<file path="src/rtl/ita_gelu_requant.sv">
// Requantizes wide signed GELU results: multiply, round-half-up shift, offset, saturate to OUT_WIDTH.
// Latency: 3 register stages (multiply, round/shift, offset/saturate); 1 beat/cycle throughput.
// Backpressure: stages compact on stall; ready_o is combinational from ready_i and drops only when all stages are full.
module ita_gelu_requant #(
   parameter int unsigned IN_WIDTH    = 32,
   parameter int unsigned OUT_WIDTH   = 8,
   parameter int unsigned MULT_WIDTH  = 8,
   parameter int unsigned SHIFT_WIDTH = 5
) (
   input  logic                   clk_i,
   input  logic                   rst_ni,
   input  logic                   clear_i,
   input  logic                   valid_i,
   output logic                   ready_o,
   input  logic [IN_WIDTH-1:0]    data_i,
   input  logic [MULT_WIDTH-1:0]  mult_i,
   input  logic [SHIFT_WIDTH-1:0] shift_i,
   input  logic [OUT_WIDTH-1:0]   add_i,
   output logic                   valid_o,
   input  logic                   ready_i,
   output logic [OUT_WIDTH-1:0]   data_o
);

   // Product width holds the full signed x unsigned result; RW adds a guard bit
   // so the rounding add cannot overflow; SW adds one more for the offset add.
   localparam int unsigned PW = IN_WIDTH + MULT_WIDTH + 1;
   localparam int unsigned RW = PW + 1;
   localparam int unsigned SW = RW + 1;

   localparam logic [OUT_WIDTH-1:0] SAT_MAX = {1'b0, {(OUT_WIDTH-1){1'b1}}};
   localparam logic [OUT_WIDTH-1:0] SAT_MIN = {1'b1, {(OUT_WIDTH-1){1'b0}}};
   localparam logic [SHIFT_WIDTH-1:0] SHIFT_ONE = {{(SHIFT_WIDTH-1){1'b0}}, 1'b1};

   // Stage valid bits
   logic s1_vld_q, s1_vld_d;
   logic s2_vld_q, s2_vld_d;
   logic s3_vld_q, s3_vld_d;

   // Stage payloads; configuration travels with its own beat
   logic signed [PW-1:0]    s1_p_q, s1_p_d;
   logic [SHIFT_WIDTH-1:0]  s1_shift_q, s1_shift_d;
   logic [OUT_WIDTH-1:0]    s1_add_q, s1_add_d;
   logic signed [RW-1:0]    s2_r_q, s2_r_d;
   logic [OUT_WIDTH-1:0]    s2_add_q, s2_add_d;
   logic [OUT_WIDTH-1:0]    s3_dat_q, s3_dat_d;

   // Per-stage update enables
   logic s1_en, s2_en, s3_en;
   logic in_hs;

   // Datapath intermediates
   logic signed [PW-1:0] mul_a, mul_b;
   logic signed [RW-1:0] p_ext, rnd, rsum;
   logic        [SW-1:0] ssum;
   logic [SW-OUT_WIDTH:0] ssum_hi;

   // A stage may update when it is empty or its content moves on this edge
   always_comb begin
      s3_en   = !s3_vld_q || ready_i;
      s2_en   = !s2_vld_q || s3_en;
      s1_en   = !s1_vld_q || s2_en;
      ready_o = s1_en && !clear_i;
      in_hs   = valid_i && ready_o;
   end

   // Next-state of the valid chain; clear drops every beat in flight
   always_comb begin
      s1_vld_d = s1_vld_q;
      s2_vld_d = s2_vld_q;
      s3_vld_d = s3_vld_q;
      if (s1_en) s1_vld_d = in_hs;
      if (s2_en) s2_vld_d = s1_vld_q;
      if (s3_en) s3_vld_d = s2_vld_q;
      if (clear_i) begin
         s1_vld_d = 1'b0;
         s2_vld_d = 1'b0;
         s3_vld_d = 1'b0;
      end
   end

   // S1: signed data times zero-extended multiplier, full width
   always_comb begin
      mul_a      = {{(PW-IN_WIDTH){data_i[IN_WIDTH-1]}}, data_i};
      mul_b      = {{(PW-MULT_WIDTH){1'b0}}, mult_i};
      s1_p_d     = mul_a * mul_b;
      s1_shift_d = shift_i;
      s1_add_d   = add_i;
   end

   // S2: add half an LSB of the shifted result, then arithmetic shift (round half toward +inf)
   always_comb begin
      p_ext = {s1_p_q[PW-1], s1_p_q};
      rnd   = '0;
      rsum  = p_ext;
      s2_r_d = p_ext;
      if (s1_shift_q != '0) begin
         rnd    = {{(RW-1){1'b0}}, 1'b1} << (s1_shift_q - SHIFT_ONE);
         rsum   = p_ext + rnd;
         s2_r_d = rsum >>> s1_shift_q;
      end
      s2_add_d = s1_add_q;
   end

   // S3: sign-extended offset, then clip when the upper bits are not a pure sign extension
   always_comb begin
      ssum    = {s2_r_q[RW-1], s2_r_q} + {{(SW-OUT_WIDTH){s2_add_q[OUT_WIDTH-1]}}, s2_add_q};
      ssum_hi = ssum[SW-1:OUT_WIDTH-1];
      s3_dat_d = ssum[OUT_WIDTH-1:0];
      if (ssum[SW-1] && !(&ssum_hi)) begin
         s3_dat_d = SAT_MIN;
      end else if (!ssum[SW-1] && (|ssum_hi)) begin
         s3_dat_d = SAT_MAX;
      end
   end

   // Pipeline registers; payloads only load with a valid beat so a stalled output holds
   always_ff @(posedge clk_i) begin
      if (!rst_ni) begin
         s1_vld_q   <= 1'b0;
         s2_vld_q   <= 1'b0;
         s3_vld_q   <= 1'b0;
         s1_p_q     <= '0;
         s1_shift_q <= '0;
         s1_add_q   <= '0;
         s2_r_q     <= '0;
         s2_add_q   <= '0;
         s3_dat_q   <= '0;
      end else begin
         s1_vld_q <= s1_vld_d;
         s2_vld_q <= s2_vld_d;
         s3_vld_q <= s3_vld_d;
         if (s1_en && in_hs) begin
            s1_p_q     <= s1_p_d;
            s1_shift_q <= s1_shift_d;
            s1_add_q   <= s1_add_d;
         end
         if (s2_en && s1_vld_q) begin
            s2_r_q   <= s2_r_d;
            s2_add_q <= s2_add_d;
         end
         if (s3_en && s2_vld_q) begin
            s3_dat_q <= s3_dat_d;
         end
      end
   end

   assign valid_o = s3_vld_q;
   assign data_o  = s3_dat_q;

endmodule

</file>
<file path="config.mk">
export PLATFORM = sky130hd
export DESIGN_NAME = ita_gelu_requant
export DESIGN_NICKNAME = d
export VERILOG_FILES = /design/src/rtl/ita_gelu_requant.sv
export SDC_FILE = /design/constraint.sdc
export NUM_CORES = 1
export LEC_CHECK = 0
export ABC_CLOCK_PERIOD_IN_PS = 8700
export CORE_ASPECT_RATIO = 0.5
export CORE_MARGIN = 3
export CORE_UTILIZATION = 49
export DETAILED_ROUTE_END_ITERATION = 8
export PLACE_DENSITY_LB_ADDON = 0.08
export SLEW_MARGIN = 30
export SYNTH_ARGS = -nofsm -noshare
export SYNTH_HDL_FRONTEND = slang
export SYNTH_SLANG_ARGS = --single-unit
</file>
<file path="constraint.sdc">
create_clock -name clk_i -period 8.7 [get_ports clk_i]
set_input_delay 1.305 -clock clk_i [delete_from_list [all_inputs] [get_ports clk_i]]
set_output_delay 1.305 -clock clk_i [all_outputs]
set_load 0.02 [all_outputs]
</file>
==> flow_summary.ini, run 1 <==
[sta]
finalHoldViolations = 0
period_share = 0.865
tns_ns = 0
maxSlewViolCount = 0
rsz0062_at_grt = false
setup_violations = 0
clock.fmax_ghz = 0.133
tightest_slew_ns = 0.947
layout_min_cycle_time_ns = 7.53
clock_skew_ns = 0.0237
max_slew_margin = 0.368

[synthesis]
synth_top_flop_cell = dfxtp_1
netlist_area_um2 = 21400
netlist_instances = 2758
synthTopCellsByArea = fa_1 (19%), dfxtp_1 (11%), ha_1 (9.1%)
post_synth.cell_area_avg_um2 = 7.75
ys_seq_area_frac = 0.108
async_flop_share = 0
synth-seq-cells = 115
synth_enable_flop_cells = 0
yosysWarnings = 0
yosysTopAreaCellShare = 0.187
synth.distinct_cells = 112
syn_nets = 3172
synth_top_area_cell = fa_1

[setup_path]
cp.arrival_ns = 7.83
critical_path_buf_inv_count = 4
endpoint = s1_p_q[39]$_SDFFE_PN0P_
slowest_delay_ns = 1.01
cp-end-kind = flip-flop
cp.depth = 21
crit_type = input port to flip-flop
r2r_end = s2_r_q[25]$_SDFFE_PN0P_
cp.required_ns = 9.01
rrSetupSlack_ns = 2.47
cpMostUsedCell = fa_1
r2r-start = s1_shift_q[0]$_SDFFE_PN0P_
crit_chain = clkdlybuf4s50_1 > nand2_1 > fa_1 > inv_1 > fa_1 > fa_1 > inv_1 > fa_1 > inv_1 > ha_1 > a2111oi_0 > o21ai_0 > o221ai_2 > nor3_1 > o31ai_1 > a21oi_1 > o211a_1 > o41a_1 > o41ai_1 > xor2_1 > a21oi_1
start_kind = input port
cpLargestDelayFamily = compound AO/OA/AOI/OAI gates
ff2ff_path_depth = 21
cp_slowest_cell = clkdlybuf4s50_1
crit_fanout = 21
crit_start = mult_i[0]

[place]
io_buffers = 67
place.gp.congestion = 0.979
dp_hpwl_um = 53000

[layout]
diodes = 0
fillers = 4161
drive_gt1_frac = 0.0642
fin_nets = 3144
syn_to_final_growth_pct = 7.74

[floorplanning]
die_area_um2 = 46300
core_um2 = 42500
rows = 53
die_h_um = 154
pin_count = 68
die_x_um = 301
start_util = 0.503

[cts]
clkTransAtPathRegs_ns = 0.06
ctsHtreeMaxLevel = 4
insertion_delay_ns = 0.46
clock_path_buffers = 2
cts_tree = done
cts.repair.resized = 0
clockRootBuffer = clkbuf_16
numCtsBuffers = 17
post_cts_buffers = 0
cts_hold_buf = 0
clock_sinks = 115

[global_route]
grt-ovfl-total = 0
antenna_found_initial = 0
grt_max_degree = 65
grt_util_all_layers = 0.292
grt_pass1_wl_um = 109000
grt_pass1_vias = 19395

[min_path]
hp-class = flip-flop to flip-flop

[pwr]
finalPower_mw = 5.11
sw_frac_of_total = 0.503
p_clk_frac = 0.149
ir_drop_mv = 0.154
powerDensity_nw_per_um2 = 222
p_switching_mw = 2.57
pwr-share-seq = 0.163
comb_power_share = 0.687
p_int_mw = 2.54
p_leak_nw = 10.2

[routing]
totalWireLength_um = 67500
drc = 0
wl_per_cell_um = 20.3
first_pass_iters = 6
antenna_left = 0
drt_iter0_markers = 1983
vias_per_cell = 6.08
vias = 20170

[job]
drv_cap = 0

[run_status]
status = complete, no violations
## stage by stage
stage	std cells	setup slack (ns)	utilization	hold slack (ns)	instance area, um^2
global placement	3288	0.826	0.527	0.446	22400
floorplan	2758	2.02	-	0.432	21400
CTS	3320	1.20	0.542	0.453	23000
detailed placement	3288	0.752	0.527	0.446	22400
global route	3320	0.656	0.542	0.476	23000
finish	3320	1.17	0.542	0.449	23000
## placed cells by master, fill, tap and decap left out, types with 28 or more instances in the layout
cell type	instances
inv_1	281
xor2_1	31
and2_1	169
xnor2_1	53
dfxtp_1	114
nor2_1	173
nor3_1	51
clkdlybuf4s50_1	67
nand3_1	62
o21a_1	28
ha_1	156
buf_4	31
a21o_1	44
nand2_1	364
a21oi_1	224
fa_1	200
a211oi_1	40
o21ai_0	106
mux2i_1	33
## worst min path at each step
stage	start	end	cells after the start
3_5_place_dp	s1_add_q[4]$_SDFFE_PN0P_	s2_add_q[4]$_SDFFE_PN0P_	2
6_report	s1_add_q[4]$_SDFFE_PN0P_	s2_add_q[4]$_SDFFE_PN0P_	2
4_1_cts	s1_add_q[4]$_SDFFE_PN0P_	s2_add_q[4]$_SDFFE_PN0P_	2
3_3_place_gp	s1_add_q[1]$_SDFFE_PN0P_	s2_add_q[1]$_SDFFE_PN0P_	2
2_1_floorplan	s1_add_q[0]$_SDFFE_PN0P_	s2_add_q[0]$_SDFFE_PN0P_	2
5_1_grt	s1_add_q[4]$_SDFFE_PN0P_	s2_add_q[4]$_SDFFE_PN0P_	2
## flip-flops by register name (all words and copies together), names as in the netlist
name / cells
s2_r_q: 42
s1_p_q: 41
data_o: 8
s1_add_q: 8
s2_add_q: 8
s1_shift_q: 5
s1_vld_q: 1
s2_vld_q: 1
valid_o: 1
## tightest hold or removal path, stage by stage (launching register included)
cell	delay, ns
dfxtp_1	0.31
nand2_1	0.05
a21oi_1	0.05
## synthesized netlist by cell type, types with 7 or more instances
library cell,count
a211o_1,13
a211oi_1,40
a21o_1,44
a21oi_1,224
a21oi_2,8
a221oi_1,18
a31oi_1,25
and2_1,169
and3_1,19
buf_1,21
buf_2,16
clkbuf_1,103
dfxtp_1,115
fa_1,200
ha_1,156
inv_1,281
mux2_2,20
mux2i_1,33
mux4_2,20
nand2_1,365
nand2b_1,16
nand3_1,62
nand4_1,21
nor2_1,173
nor2b_1,12
nor3_1,51
nor3b_1,7
nor4_1,17
o2111ai_1,7
o211a_1,8
o211ai_1,26
o21a_1,28
o21ai_0,106
o21ai_1,18
o21bai_1,12
o221ai_1,10
o22ai_1,17
o31ai_1,8
or2_2,9
or3_1,16
or4_1,8
xnor2_1,53
xor2_1,31
## power groups by stage
stage	Combinational, mW	Clock [mW]	Sequential (mW)
global placement	3.45	0	0.825
CTS	3.49	0.772	0.814
global route	3.95	0.797	0.836
finish	3.51	0.764	0.835
detailed placement	3.46	0	0.825
floorplan	2.72	0	0.679
## logic make-up (layout without fill, tap and decap cells)
logic type | Yosys count | in the layout | share of synthesized area
xor gates and xnor gates | 85 | 85 | 0.0352
and+or+nand+nor | 974 | 974 | 0.221
adders and majority gates | 356 | 356 | 0.279
AOI/OAI and AO/OA | 725 | 725 | 0.232
muxes | 74 | 74 | 0.0476
DFF | 115 | 115 | 0.108
buffers and inverters | 429 | 414 | 0.0778
## layer usage
| metal | up-vias | wire (um) | GRT usage |
|---|---|---|---|
| met2 | 658 | 28500 | 0.435 |
| met4 | 0 | 1620 | 0.0824 |
| met3 | 100 | 4820 | 0.0464 |
| li1 | 9569 | - | - |
| met5 | - | 0 | 0 |
| met1 | 9843 | 32500 | 0.436 |
## cell type report
cell class | instances | area, um^2 | area share
Inverter | 284 | 1070 | 0.0463
Clock buffer | 19 | 453 | 0.0197
Multi-Input combinational cell | 2214 | 17400 | 0.756
Clock inverter | 13 | 169 | 0.00733
Tap cell | 577 | 722 | 0.0313
Sequential cell | 115 | 2300 | 0.100
Timing Repair Buffer | 98 | 903 | 0.0392
Note: power is estimated with default switching activity, not from simulation.
==> run 2, diff against run 1 <==
--- a/config.mk
+++ b/config.mk
@@ -7,9 +7,9 @@
 export LEC_CHECK = 0
 export ABC_CLOCK_PERIOD_IN_PS = 8700
 export CORE_ASPECT_RATIO = 0.5
-export CORE_MARGIN = 3
 export CORE_UTILIZATION = 49
 export DETAILED_ROUTE_END_ITERATION = 8
+export MAX_ROUTING_LAYER = met4
 export PLACE_DENSITY_LB_ADDON = 0.08
 export SLEW_MARGIN = 30
 export SYNTH_ARGS = -nofsm -noshare
==> constraint.sdc (replaced) <==
create_clock -name clk_i -period 8.7 [get_ports clk_i]
set_input_delay 0.87 -clock clk_i [delete_from_list [all_inputs] [get_ports clk_i]]
set_output_delay 0.87 -clock clk_i [all_outputs]
set_load 0.02 [all_outputs]
==> run 2 against run 1 <==
Combinational power barely moved. Routed wire length rose by 0.41%. Sequential power barely moved. Flip-flop and latch count did not move. Worst setup slack improved by 0.38 ns. Design area barely moved. Register-to-register slack improved by 0.24 ns. First-iteration DRC count fell by 10%. Global-route usage rose by 2.4 points. Non-clock buffer count rose by 2. Maximum frequency rose by 5.4%. Final cell count barely moved.
==> flow_summary.ini, run 2 (synthesis gave the netlist of run 1 again) <==
[cts]
numCtsBuffers = 17
cts_tree = done
clkTransAtPathRegs_ns = 0.06
post_cts_buffers = 0
clock_sinks = 115
clock_path_buffers = 2
clockRootBuffer = clkbuf_16
cts_hold_buf = 0
insertion_delay_ns = 0.44
cts.repair.resized = 0
ctsHtreeMaxLevel = 4

[layout]
fin_nets = 3146
diodes = 0
syn_to_final_growth_pct = 7.77
fillers = 4177
final_core_util = 0.542
regMostFlops = s2_r_q
mostFrequentLayoutCells = nand2_1 (364), inv_1 (281), a21oi_1 (224), fa_1 (200), nor2_1 (173)
reg_top3 = s2_r_q x42, s1_p_q x41
final_common_cell = nand2_1
design_area_um2 = 23000
largest_reg_flops = 42
drive_gt1_frac = 0.0652

[floorplanning]
core_um2 = 42500
pin_count = 68
die_x_um = 297
die_area_um2 = 44500
start_util = 0.503
rows = 53
die_h_um = 150

[routing]
antenna_left = 0
first_pass_iters = 5
totalWireLength_um = 67800
drt_iter0_markers = 1784
drc = 0
vias = 20022
wl_per_cell_um = 20.4
vias_per_cell = 6.03

[pwr]
sw_frac_of_total = 0.504
p_int_mw = 2.54
comb_power_share = 0.689
ir_drop_mv = 0.166
powerDensity_nw_per_um2 = 222
p_clk_frac = 0.148
p_switching_mw = 2.58
p_leak_nw = 10.2
pwr-share-seq = 0.164

[sta]
tightest_slew_ns = 0.989
rsz0062_at_grt = false
finalHoldViolations = 0
maxSlewViolCount = 0
clock_skew_ns = 0.00975
tns_ns = 0
clock.fmax_ghz = 0.140
layout_min_cycle_time_ns = 7.14
setup_violations = 0
period_share = 0.821
max_slew_margin = 0.332

[setup_path]
cp-end-kind = flip-flop
crit_type = input port to flip-flop
start_kind = input port
cp.required_ns = 9.04
crit_fanout = 21
cp.arrival_ns = 7.48

[place]
dpl_cell_area_um2 = 22400
place.gp.congestion = 1.00
dp_hpwl_um = 53700
io_buffers = 67

[run_status]
status = complete, no violations

[global_route]
grt_util_all_layers = 0.316
grt_pass1_wl_um = 108000
grt-ovfl-total = 0
antenna_found_initial = 0
grt_max_degree = 65
grt_pass1_vias = 19134

[job]
drv_cap = 0

[min_path]
hp-class = flip-flop to flip-flop
[run 2: per-layer routing]
layer / GRT usage / up-vias / share of wire
met5: - / - / 0
met4: 0.0866 / 0 / 0.024
met3: 0.0411 / 102 / 0.073
met2: 0.476 / 666 / 0.43
met1: 0.445 / 9703 / 0.48
li1: - / 9551 / -
[run 2: final timing paths]
check | slack (ns) | cells past startpoint | endpoint | startpoint
hold / removal | 0.45 | 2 | s2_add_q[2]$_SDFFE_PN0P_ | s1_add_q[2]$_SDFFE_PN0P_
setup reg to reg | 2.71 | 17 | s2_r_q[11]$_SDFFE_PN0P_ | s1_shift_q[0]$_SDFFE_PN0P_
hold reg to reg | 0.45 | 2 | s2_add_q[2]$_SDFFE_PN0P_ | s1_add_q[2]$_SDFFE_PN0P_
setup / recovery | 1.56 | 21 | s1_p_q[40]$_SDFFE_PN0P_ | mult_i[1]
[run 2: power groups by stage]
stage / combinational (mW) / sequential (mW) / clock [mW]
after floorplan: 2.72 / 0.679 / 0
after CTS: 3.50 / 0.815 / 0.766
after detailed placement: 3.48 / 0.826 / 0
after global placement: 3.47 / 0.826 / 0
after global routing: 3.94 / 0.836 / 0.790
final: 3.52 / 0.836 / 0.756
[run 2: per-stage QoR]
step / cells / hold WS [ns] / setup WS (ns) / total power [mW]
5_1_grt: 3322 / 0.479 / 1.11 / 5.57
6_report: 3322 / 0.452 / 1.56 / 5.11
3_5_place_dp: 3290 / 0.445 / 1.09 / 4.30
3_3_place_gp: 3290 / 0.441 / 1.22 / 4.29
2_1_floorplan: 2758 / 0.432 / 2.46 / 3.40
4_1_cts: 3322 / 0.449 / 1.54 / 5.08
[run 2: final cells by class]
cell class                      instances  area (um^2)  area share
Inverter                              284         1070      0.0463
Multi-Input combinational cell       2214        17400       0.756
Timing Repair Buffer                  100          913      0.0396
Clock inverter                         15          194     0.00842
Clock buffer                           17          425      0.0185
Sequential cell                       115         2300       0.100
Tap cell                              577          722      0.0313
[run 2: worst max-delay path, stage by stage]
cell	delay, ns
clkdlybuf4s50_1	1.09
nand2_1	0.18
fa_1	0.55
inv_1	0.05
fa_1	0.47
fa_1	0.52
inv_1	0.05
fa_1	0.52
inv_1	0.04
ha_1	0.36
a21o_1	0.20
a21o_1	0.17
a21o_1	0.18
a31o_1	0.24
or4_1	0.46
o22ai_1	0.36
o21ai_1	0.17
a31o_2	0.30
a41oi_2	0.26
a211oi_1	0.11
nor4_1	0.29
